`config.mk`:
```
export PLATFORM = sky130hd
export DESIGN_NAME = cpu_bus_master
export DESIGN_NICKNAME = d
export VERILOG_FILES = /design/src/rtl/cpu_bus_master_pkg.sv /design/src/rtl/mem_lane_align.sv /design/src/rtl/cpu_bus_master.sv
export SDC_FILE = /design/constraint.sdc
export NUM_CORES = 1
export LEC_CHECK = 0
export ABC_CLOCK_PERIOD_IN_PS = 2100
export CAP_MARGIN = 25
export CORE_MARGIN = 4
export CORE_UTILIZATION = 45
export CTS_BUF_LIST = sky130_fd_sc_hd__clkbuf_16
export DETAILED_ROUTE_END_ITERATION = 16
export GPL_ROUTABILITY_DRIVEN = 1
export PLACE_DENSITY_LB_ADDON = 0.3
export SYNTH_ARGS = -nofsm -noshare
export SYNTH_HDL_FRONTEND = slang
export SYNTH_HIERARCHICAL = 1
export SYNTH_SLANG_ARGS = --single-unit
```
`constraint.sdc`:
```
create_clock -name clk -period 2.1 [get_ports clk]
set_clock_uncertainty 0.1 [all_clocks]
set_input_delay 0.42 -clock clk [delete_from_list [all_inputs] [get_ports clk]]
set_output_delay 0.42 -clock clk [all_outputs]
set_load 0.03 [all_outputs]
```
`src/rtl/cpu_bus_master_pkg.sv`:
```
// rtl/cpu_bus_master_pkg.sv - shared codes for the CPU bus master: sizes, states, alignment check
package cpu_bus_master_pkg;

  typedef logic [31:0] size_t;

  typedef enum logic [1:0] {
    SZ_BYTE = 2'd0,
    SZ_HALF = 2'd1,
    SZ_WORD = 2'd2
  } access_size_t;

  typedef enum logic [1:0] {
    ST_IDLE,
    ST_BUS,
    ST_RDATA,
    ST_RESP
  } bus_state_t;

  // Raw size code is checked before the enum cast so the illegal code 3 is caught.
  function automatic logic access_bad(input logic [1:0] size, input logic [1:0] lo);
    case (size)
      2'd0:    access_bad = 1'b0;
      2'd1:    access_bad = lo[0];
      2'd2:    access_bad = (lo != 2'b00);
      default: access_bad = 1'b1;
    endcase
  endfunction

endpackage

```
`src/rtl/mem_lane_align.sv`:
```
// rtl/mem_lane_align.sv - byte-lane steering for stores and extraction/extension for loads
module mem_lane_align
  import cpu_bus_master_pkg::*;
(
  input  access_size_t size_i,
  input  logic [1:0]   lo_i,
  input  logic         sign_i,
  input  logic [31:0]  wdata_i,
  input  logic [31:0]  rdata_i,
  output logic [3:0]   be_o,
  output logic [31:0]  wdata_o,
  output logic [31:0]  rdata_o
);

  logic [31:0] shifted;

  // Replicating the narrow datum equals shifting it into place with copies in the idle lanes.
  always_comb begin
    shifted = rdata_i >> {lo_i, 3'b000};
    be_o    = 4'b1111;
    wdata_o = wdata_i;
    rdata_o = shifted;
    case (size_i)
      SZ_BYTE: begin
        be_o    = 4'b0001 << lo_i;
        wdata_o = {4{wdata_i[7:0]}};
        rdata_o = {{24{sign_i & shifted[7]}}, shifted[7:0]};
      end
      SZ_HALF: begin
        be_o    = 4'b0011 << lo_i;
        wdata_o = {2{wdata_i[15:0]}};
        rdata_o = {{16{sign_i & shifted[15]}}, shifted[15:0]};
      end
      default: ;
    endcase
  end

endmodule

```
`src/rtl/cpu_bus_master.sv`:
```
// rtl/cpu_bus_master.sv - CPU load/store to word-bus master with waitrequest and byte enables
module cpu_bus_master
  import cpu_bus_master_pkg::*;
#(
  parameter size_t RESET_ADDR = 32'hBFC00000
) (
  input  logic        clk,
  input  logic        reset,
  input  logic        req_valid,
  input  logic        req_write,
  input  logic [1:0]  req_size,
  input  logic        req_signed,
  input  logic [31:0] req_addr,
  input  logic [31:0] req_wdata,
  output logic        req_ready,
  output logic        resp_valid,
  output logic        resp_err,
  output logic [31:0] resp_rdata,
  output logic [31:0] address,
  output logic        read,
  output logic        write,
  output logic [3:0]  byteenable,
  output logic [31:0] writedata,
  input  logic [31:0] readdata,
  input  logic        waitrequest
);

  bus_state_t   state_q, state_d;
  logic         write_q, signed_q, err_q;
  access_size_t size_q;
  logic [31:0]  addr_q, wdata_q, rdata_q, address_q;
  logic [3:0]   be_lane;
  logic [31:0]  wdata_lane, rdata_lane;
  logic         req_bad;

  assign req_bad = access_bad(req_size, req_addr[1:0]);

  mem_lane_align u_lane (
    .size_i  (size_q),
    .lo_i    (addr_q[1:0]),
    .sign_i  (signed_q),
    .wdata_i (wdata_q),
    .rdata_i (readdata),
    .be_o    (be_lane),
    .wdata_o (wdata_lane),
    .rdata_o (rdata_lane)
  );

  always_comb begin
    state_d = state_q;
    case (state_q)
      ST_IDLE:  if (req_valid) state_d = req_bad ? ST_RESP : ST_BUS;
      ST_BUS:   if (!waitrequest) state_d = write_q ? ST_RESP : ST_RDATA;
      ST_RDATA: state_d = ST_RESP;
      ST_RESP:  state_d = ST_IDLE;
      default:  state_d = ST_IDLE;
    endcase
  end

  always_ff @(posedge clk or negedge reset) begin
    if (!reset) begin
      state_q   <= ST_IDLE;
      write_q   <= 1'b0;
      signed_q  <= 1'b0;
      err_q     <= 1'b0;
      size_q    <= SZ_BYTE;
      addr_q    <= '0;
      wdata_q   <= '0;
      rdata_q   <= '0;
      address_q <= RESET_ADDR;
    end else begin
      state_q <= state_d;
      if (state_q == ST_IDLE && req_valid) begin
        write_q  <= req_write;
        signed_q <= req_signed;
        err_q    <= req_bad;
        size_q   <= access_size_t'(req_size);
        addr_q   <= req_addr;
        wdata_q  <= req_wdata;
        rdata_q  <= '0;
        // Error responses never reach the bus, so the bus address keeps its old value.
        if (!req_bad) address_q <= {req_addr[31:2], 2'b00};
      end
      if (state_q == ST_RDATA) rdata_q <= rdata_lane;
    end
  end

  assign req_ready  = (state_q == ST_IDLE);
  assign resp_valid = (state_q == ST_RESP);
  assign resp_err   = (state_q == ST_RESP) && err_q;
  assign resp_rdata = rdata_q;
  assign address    = address_q;
  assign read       = (state_q == ST_BUS) && !write_q;
  assign write      = (state_q == ST_BUS) && write_q;
  assign byteenable = (state_q == ST_BUS) ? be_lane : 4'b0000;
  assign writedata  = (state_q == ST_BUS) ? wdata_lane : 32'h0;

endmodule

```
==> results.yml, run 1 <==
status:
  status: "complete, but fails checks"
  violations: "setup timing"
yosys:
  synthTopCellsByCount: "nand2_1 (98), dfrtp_1 (94), mux2_2 (63)"
  yosys.area_share.xor_xnor: 0
  yosys.area_share.simple: 0.138
  syn_area_mm2: 0.00572
  yosys.cell_count.top_type: "nand2_1"
  ys_seq_area_frac: 0.453
  ys_ff_latch: 103
  synth_flop_cell: "dfrtp_1"
  synth_fa_ha_area_frac: 0.00875
  synth_top_area_frac: 0.411
  synth_warnings: 6
  synthMuxAreaShare: 0.246
  synth.distinct_cells: 36
  synth_top_family_by_area: "multiplexers"
  syn_inst: 535
  synth_top_area_cell: "dfrtp_1"
  async_reset_ff_frac: 1.00
  synth_area_per_cell_um2: 10.7
  synth_area_leaders: "dfrtp_1 (41%), mux2_2 (12%), mux2_4 (8.1%), nand2_1 (6.4%), and2_1 (4.4%)"
  synth_compound_area_frac: 0.100
  synth_edf_count: 0
worst_setup_path:
  reg2reg_slack_ps: 170
  path_class: "reg2out"
  crit_fanout: 5
  cp-end-kind: "output pin"
  r2r_end: "resp_rdata[21]$_DFFE_PN0P_"
  worstSetupEndpoint: "writedata[9]"
  startpoint: "size_q[1]$_DFFE_PN0P_"
  critPathLaunchType: "register"
  arrival_ps: 1640
  cp.required_ps: 1580
  r2r_start: "addr_q[1]$_DFFE_PN0P_"
  worstRegToRegCells: 5
floorplan:
  coreArea_mm2: 0.0122
  dieWidth_um: 121
  ioPinCount: 209
  dieHeight_um: 121
  core.rowCount: 40
  start_util: 0.468
  dieArea_mm2: 0.0146
clock_network:
  clkTransAtPathRegs_ps: 70
  clock_latency_ps: 340
  cts_hold_buf: 0
  root_buffer: "clkbuf_16"
  cts_tree: "yes"
  clk_path_buf_depth: 2
  clock-sinks: 103
  cts_buffers: 9
  h-tree-depth: 3
flow_run:
  max-cap-violations: 0
finish:
  nets: 855
  drive_gt1_frac: 0.315
  antennaDiodeCount: 0
  fillers: 942
  regArea_mm2: 0.00259
  multi_input_area_mm2: 0.00293
  stdcell_count: 920
  synthToLayoutAreaGrowth_pct: 49.6
timing:
  setup_viol: 16
  worst_pin_slew_ps: 576
  min_period_ps: 2160
  max_freq_mhz: 463
  worst_slack_ps: -59.3
  fin_setup_tns_ps: -618
  post-route-period-util: 1.03
  rsz0062_at_grt: "true"
  final_max_slew_viol_count: 0
  relSlewSlack: 0.616
  hold_viol: 0
routing:
  wl_per_cell_um: 17.4
  drtPass1Iterations: 5
  vias: 4733
  drt-initial-drc-count: 418
  drcViolationCount: 0
  ant_nets: 0
  routed_wl_um: 16000
  post_drt_via_cell_ratio: 5.14
global_routing:
  antenna_found_initial: 0
  grt_overflow_total: 0
  grt_pass1_wl_um: 25400
  grt_start_max_net_pins: 104
  grt_pass1_vias: 4927
  grt_util_all_layers: 0.217
power_and_ir_drop:
  ir_worst_vdd_mv: 0.999
  leakage_nw: 3.82
  p_per_area_mw_per_mm2: 1700
hold_path:
  hp-class: "in2async"
place:
  routabilityCongestion: 0.834
  place_hpwl_um: 11700
  dp_cells: 897
  io_buffers: 206
metal layers:
metal / track usage / share of wire / up-vias / routed length [um]
met5: 0 / 0 / - / 0
met4: 0.0800 / 0.024 / 0 / 379
met3: 0.0641 / 0.082 / 26 / 1320
met2: 0.366 / 0.49 / 194 / 7880
met1: 0.264 / 0.40 / 2268 / 6430
li1: - / - / 2245 / -
area by class of cell:
type	count	share of cell area
Clock inverter	7	0.00760
Sequential cell	103	0.303
Timing Repair Buffer	251	0.295
Tap cell	168	0.0246
Multi-Input combinational cell	379	0.342
Inverter	3	0.00132
Clock buffer	9	0.0263
worst min path at each step:
stage          slack, ps                     end
6_report              20  wdata_q[1]$_DFFE_PN0P_
5_1_grt               70  wdata_q[1]$_DFFE_PN0P_
4_1_cts               50  wdata_q[2]$_DFFE_PN0P_
3_5_place_dp         380       err_q$_DFFE_PN0P_
3_3_place_gp         370       err_q$_DFFE_PN0P_
2_1_floorplan         20   addr_q[0]$_DFFE_PN0P_
power by group:
group	internal (W)	total (W)	leakage [nW]	switching, W
sequential	0.00303	0.00377	1.25	0.000735
combinational	0.00448	0.00912	2.43	0.00464
clock	0.000916	0.00164	0.146	0.000727
total	0.00843	0.0145	3.82	0.00610
cell families (layout without fill, tap and decap cells):
kind of cell | count (synthesis) | count (layout)
AND/OR/NAND/NOR | 165 | 165
multiplexers | 117 | 117
flip-flops | 103 | 103
AO/OA/AOI/OAI | 91 | 91
buffers and inverters | 54 | 270
adder cells (fa/ha/maj) | 4 | 4
other | 1 | 2
state kept, by name (all words and copies together), names as in the netlist:
| register | count |
|---|---|
| write_q | 1 |
| signed_q | 1 |
| size_q | 2 |
| resp_rdata | 32 |
| wdata_q | 32 |
| err_q | 1 |
| address | 30 |
| addr_q | 2 |
| state_q | 2 |
timing repair:
| item | 4_1_cts | 5_1_grt |
|---|---|---|
| cloned | 0 | 0 |
| endpoints found under the setup margin | 29 | 38 |
| setup buffers | 5 | 3 |
| resized for setup | 141 | 31 |
| pin swaps | 4 | 14 |
cell usage in the layout (no fill, tap or decap), types with 3 or more instances in the layout:
master / count
clkdlybuf4s50_1: 159
nand2_1: 98
dfrtp_1: 91
mux2_2: 54
o21ai_0: 42
buf_4: 42
mux2_4: 40
buf_6: 29
and2_1: 26
mux2i_1: 23
a21oi_1: 15
o211ai_1: 15
and2_4: 14
buf_12: 10
dfstp_2: 9
clkbuf_16: 9
o21ai_1: 7
or2_2: 6
buf_2: 5
dlymetal6s2s_1: 4
nand3b_1: 4
inv_1: 3
nor2b_1: 3
nand2b_1: 3
nor2_1: 3
o21a_1: 3
dfrtp_2: 3
clkinv_2: 3
per-stage QoR:
| step | worst slack, ps | hold slack [ps] | utilization | power, W | cell area [um2] |
|---|---|---|---|---|---|
| after detailed placement | -193 | 383 | 0.660 | 0.0124 | 8060 |
| final | -59.3 | 15.6 | 0.701 | 0.0145 | 8560 |
| after CTS | -97.6 | 54.8 | 0.693 | 0.0144 | 8470 |
| after floorplan | 73.5 | 24.4 | - | 0.00917 | 5730 |
| after global routing | -118 | 73.2 | 0.701 | 0.0154 | 8560 |
| after global placement | -169 | 372 | 0.660 | 0.0122 | 8060 |
worst max-delay path, cell delays in order, from the launching register on:
cell     delay (ps)
dfrtp_2         460
nor2_4          130
buf_4           130
mux2_4          290
and2_4          160
buf_6           130
(Power assumes the default switching activity.)
==> inputs of run 2 (changes only) <==
==> constraint.sdc (replaced) <==
create_clock -name clk -period 2.1 [get_ports clk]
set_clock_uncertainty 0.1 [all_clocks]
set_input_delay 0.21 -clock clk [delete_from_list [all_inputs] [get_ports clk]]
set_output_delay 0.21 -clock clk [all_outputs]
set_load 0.03 [all_outputs]
==> results.yml, run 2 (synthesis results as in run 1) <==
timing:
  worst_pin_slew_ps: 648
  fin_setup_tns_ps: 0
  worst_slack_ps: 74.7
  setup_viol: 0
  post-route-period-util: 0.964
  final_max_slew_viol_count: 0
  rsz0062_at_grt: "true"
  hold_viol: 0
  min_period_ps: 2030
  max_freq_mhz: 494
  relSlewSlack: 0.567
floorplan:
  start_util: 0.468
  dieWidth_um: 121
  ioPinCount: 209
  dieHeight_um: 121
  core.rowCount: 40
  dieArea_mm2: 0.0146
  coreArea_mm2: 0.0122
routing:
  wl_met2_um: 7760
  routed_wl_um: 15600
  wl_per_cell_um: 17.3
  drcViolationCount: 0
  ant_nets: 0
  met1_length_um: 6220
  wl_met3_um: 1330
  drtPass1Iterations: 4
  post_drt_via_cell_ratio: 5.15
  vias: 4639
  dr.max_layer_used: "met4"
  drt-initial-drc-count: 335
clock_network:
  cts_buffers: 9
  clk_path_buf_depth: 2
  clock-sinks: 103
  cts_tree: "yes"
  root_buffer: "clkbuf_16"
  clock_latency_ps: 340
  clkTransAtPathRegs_ps: 70
  h-tree-depth: 3
finish:
  final_common_cell: "clkdlybuf4s50_1"
  mostFrequentLayoutCells: "clkdlybuf4s50_1 (165), nand2_1 (98), dfrtp_1 (93)"
  finalInstanceArea_mm2: 0.00818
  nets: 836
  fillers: 975
  drive_gt1_frac: 0.269
  antennaDiodeCount: 0
  synthToLayoutAreaGrowth_pct: 43.1
power_and_ir_drop:
  pwr-share-seq: 0.272
  p_clk_frac: 0.135
  netSwitchingPower_w: 0.00587
  power_frac_comb: 0.593
  power_w: 0.0138
  p_per_area_mw_per_mm2: 1690
  ir_worst_vdd_mv: 0.869
  switching_share: 0.424
  p_int_w: 0.00798
  leakage_nw: 3.59
global_routing:
  antenna_found_initial: 0
  grt_overflow_total: 0
  grt_start_max_net_pins: 65
  grt_pass1_vias: 4819
  grt_util_all_layers: 0.216
  grt_pass1_wl_um: 25000
worst_setup_path:
  crit_family: "flip-flops"
  path_class: "reg2out"
  r2r_start: "state_q[0]$_DFFE_PN0P_"
  crit_chain: "nor2_1, buf_4, mux2_2, and2_1, buf_2"
  critPathLaunchType: "register"
  crit_slowest_cell: "dfrtp_1"
  crit_path_max_incr_delay_ps: 400
  startpoint: "size_q[0]$_DFFE_PN0P_"
  cp-end-kind: "output pin"
  crit_fanout: 5
  cp.required_ps: 1790
  arrival_ps: 1720
  worst-path-buf-inv: 2
status:
  status: "completed"
flow_run:
  max-cap-violations: 0
hold_path:
  hp-class: "in2async"
place:
  place_area_mm2: 0.00792
  routabilityCongestion: 0.864
  io_buffers: 206
  place_ws_ps: 17.3
  place_hpwl_um: 11800
-- run 2: changes by cell type in the layout (fill, tap and decap cells not counted), moves of 3 or more --
cell,delta
and2_1,+13
and2_4,-14
buf_12,-4
buf_6,-28
clkbuf_2,+9
clkdlybuf4s50_1,+6
clkinv_2,-3
dlymetal6s2s_1,-4
mux2_2,+9
mux2_4,-9
o21ai_0,+7
o21ai_1,-7
-- run 2: what timing repair did --
item	in CTS	in global routing
resized for setup	43	24
pin swaps	0	0
setup endpoints to repair	18	13
hold buffers	1	0
setup buffers	0	0
hold endpoints to repair	72	0
-- run 2: final timing paths --
path,end,slack [ps],depth (start not counted)
min in group clk,wdata_q[20]$_DFFE_PN0P_,370,2
worst min-delay path,wdata_q[10]$_DFFE_PN0P_,190,2
worst max register to register,address[30]$_DFFE_PN0P_,150,6
max in group asynchronous,address[22]$_DFFE_PN1P_,1060,3
worst max-delay path,writedata[8],70,5
worst min register to register,err_q$_DFFE_PN0P_,400,1
-- run 2: stage by stage --
stage,hold WS [ps],util,instances
5_1_grt,220,0.670,900
3_5_place_dp,9.92,0.648,884
3_3_place_gp,13.5,0.648,884
2_1_floorplan,-186,-,536
6_report,194,0.670,900
4_1_cts,197,0.674,900
-- run 2: metal layers --
layer,track usage,up-vias
li1,-,2203
met1,0.254,2252
met2,0.372,167
met3,0.0697,17
met4,0.0715,0
met5,0,-
-- run 2: layout make-up --
cell class | count | area, um2 | area share
timing repair buffer | 232 | 2200 | 0.269
tap | 168 | 210 | 0.0257
clock buffer | 9 | 225 | 0.0275
clock inverter | 6 | 110 | 0.0135
multi-input combinational | 379 | 2840 | 0.347
sequential | 103 | 2590 | 0.316
inverter | 3 | 11.3 | 0.00138
-- run 2: power groups by stage --
| stage | Sequential [W] | Combinational, W | Clock, W |
|---|---|---|---|
| after floorplan | 0.00468 | 0.00449 | 0 |
| after global placement | 0.00375 | 0.00820 | 0 |
| after detailed placement | 0.00377 | 0.00836 | 0 |
| after CTS | 0.00377 | 0.00829 | 0.00192 |
| after global routing | 0.00390 | 0.00878 | 0.00200 |
| final | 0.00377 | 0.00821 | 0.00188 |
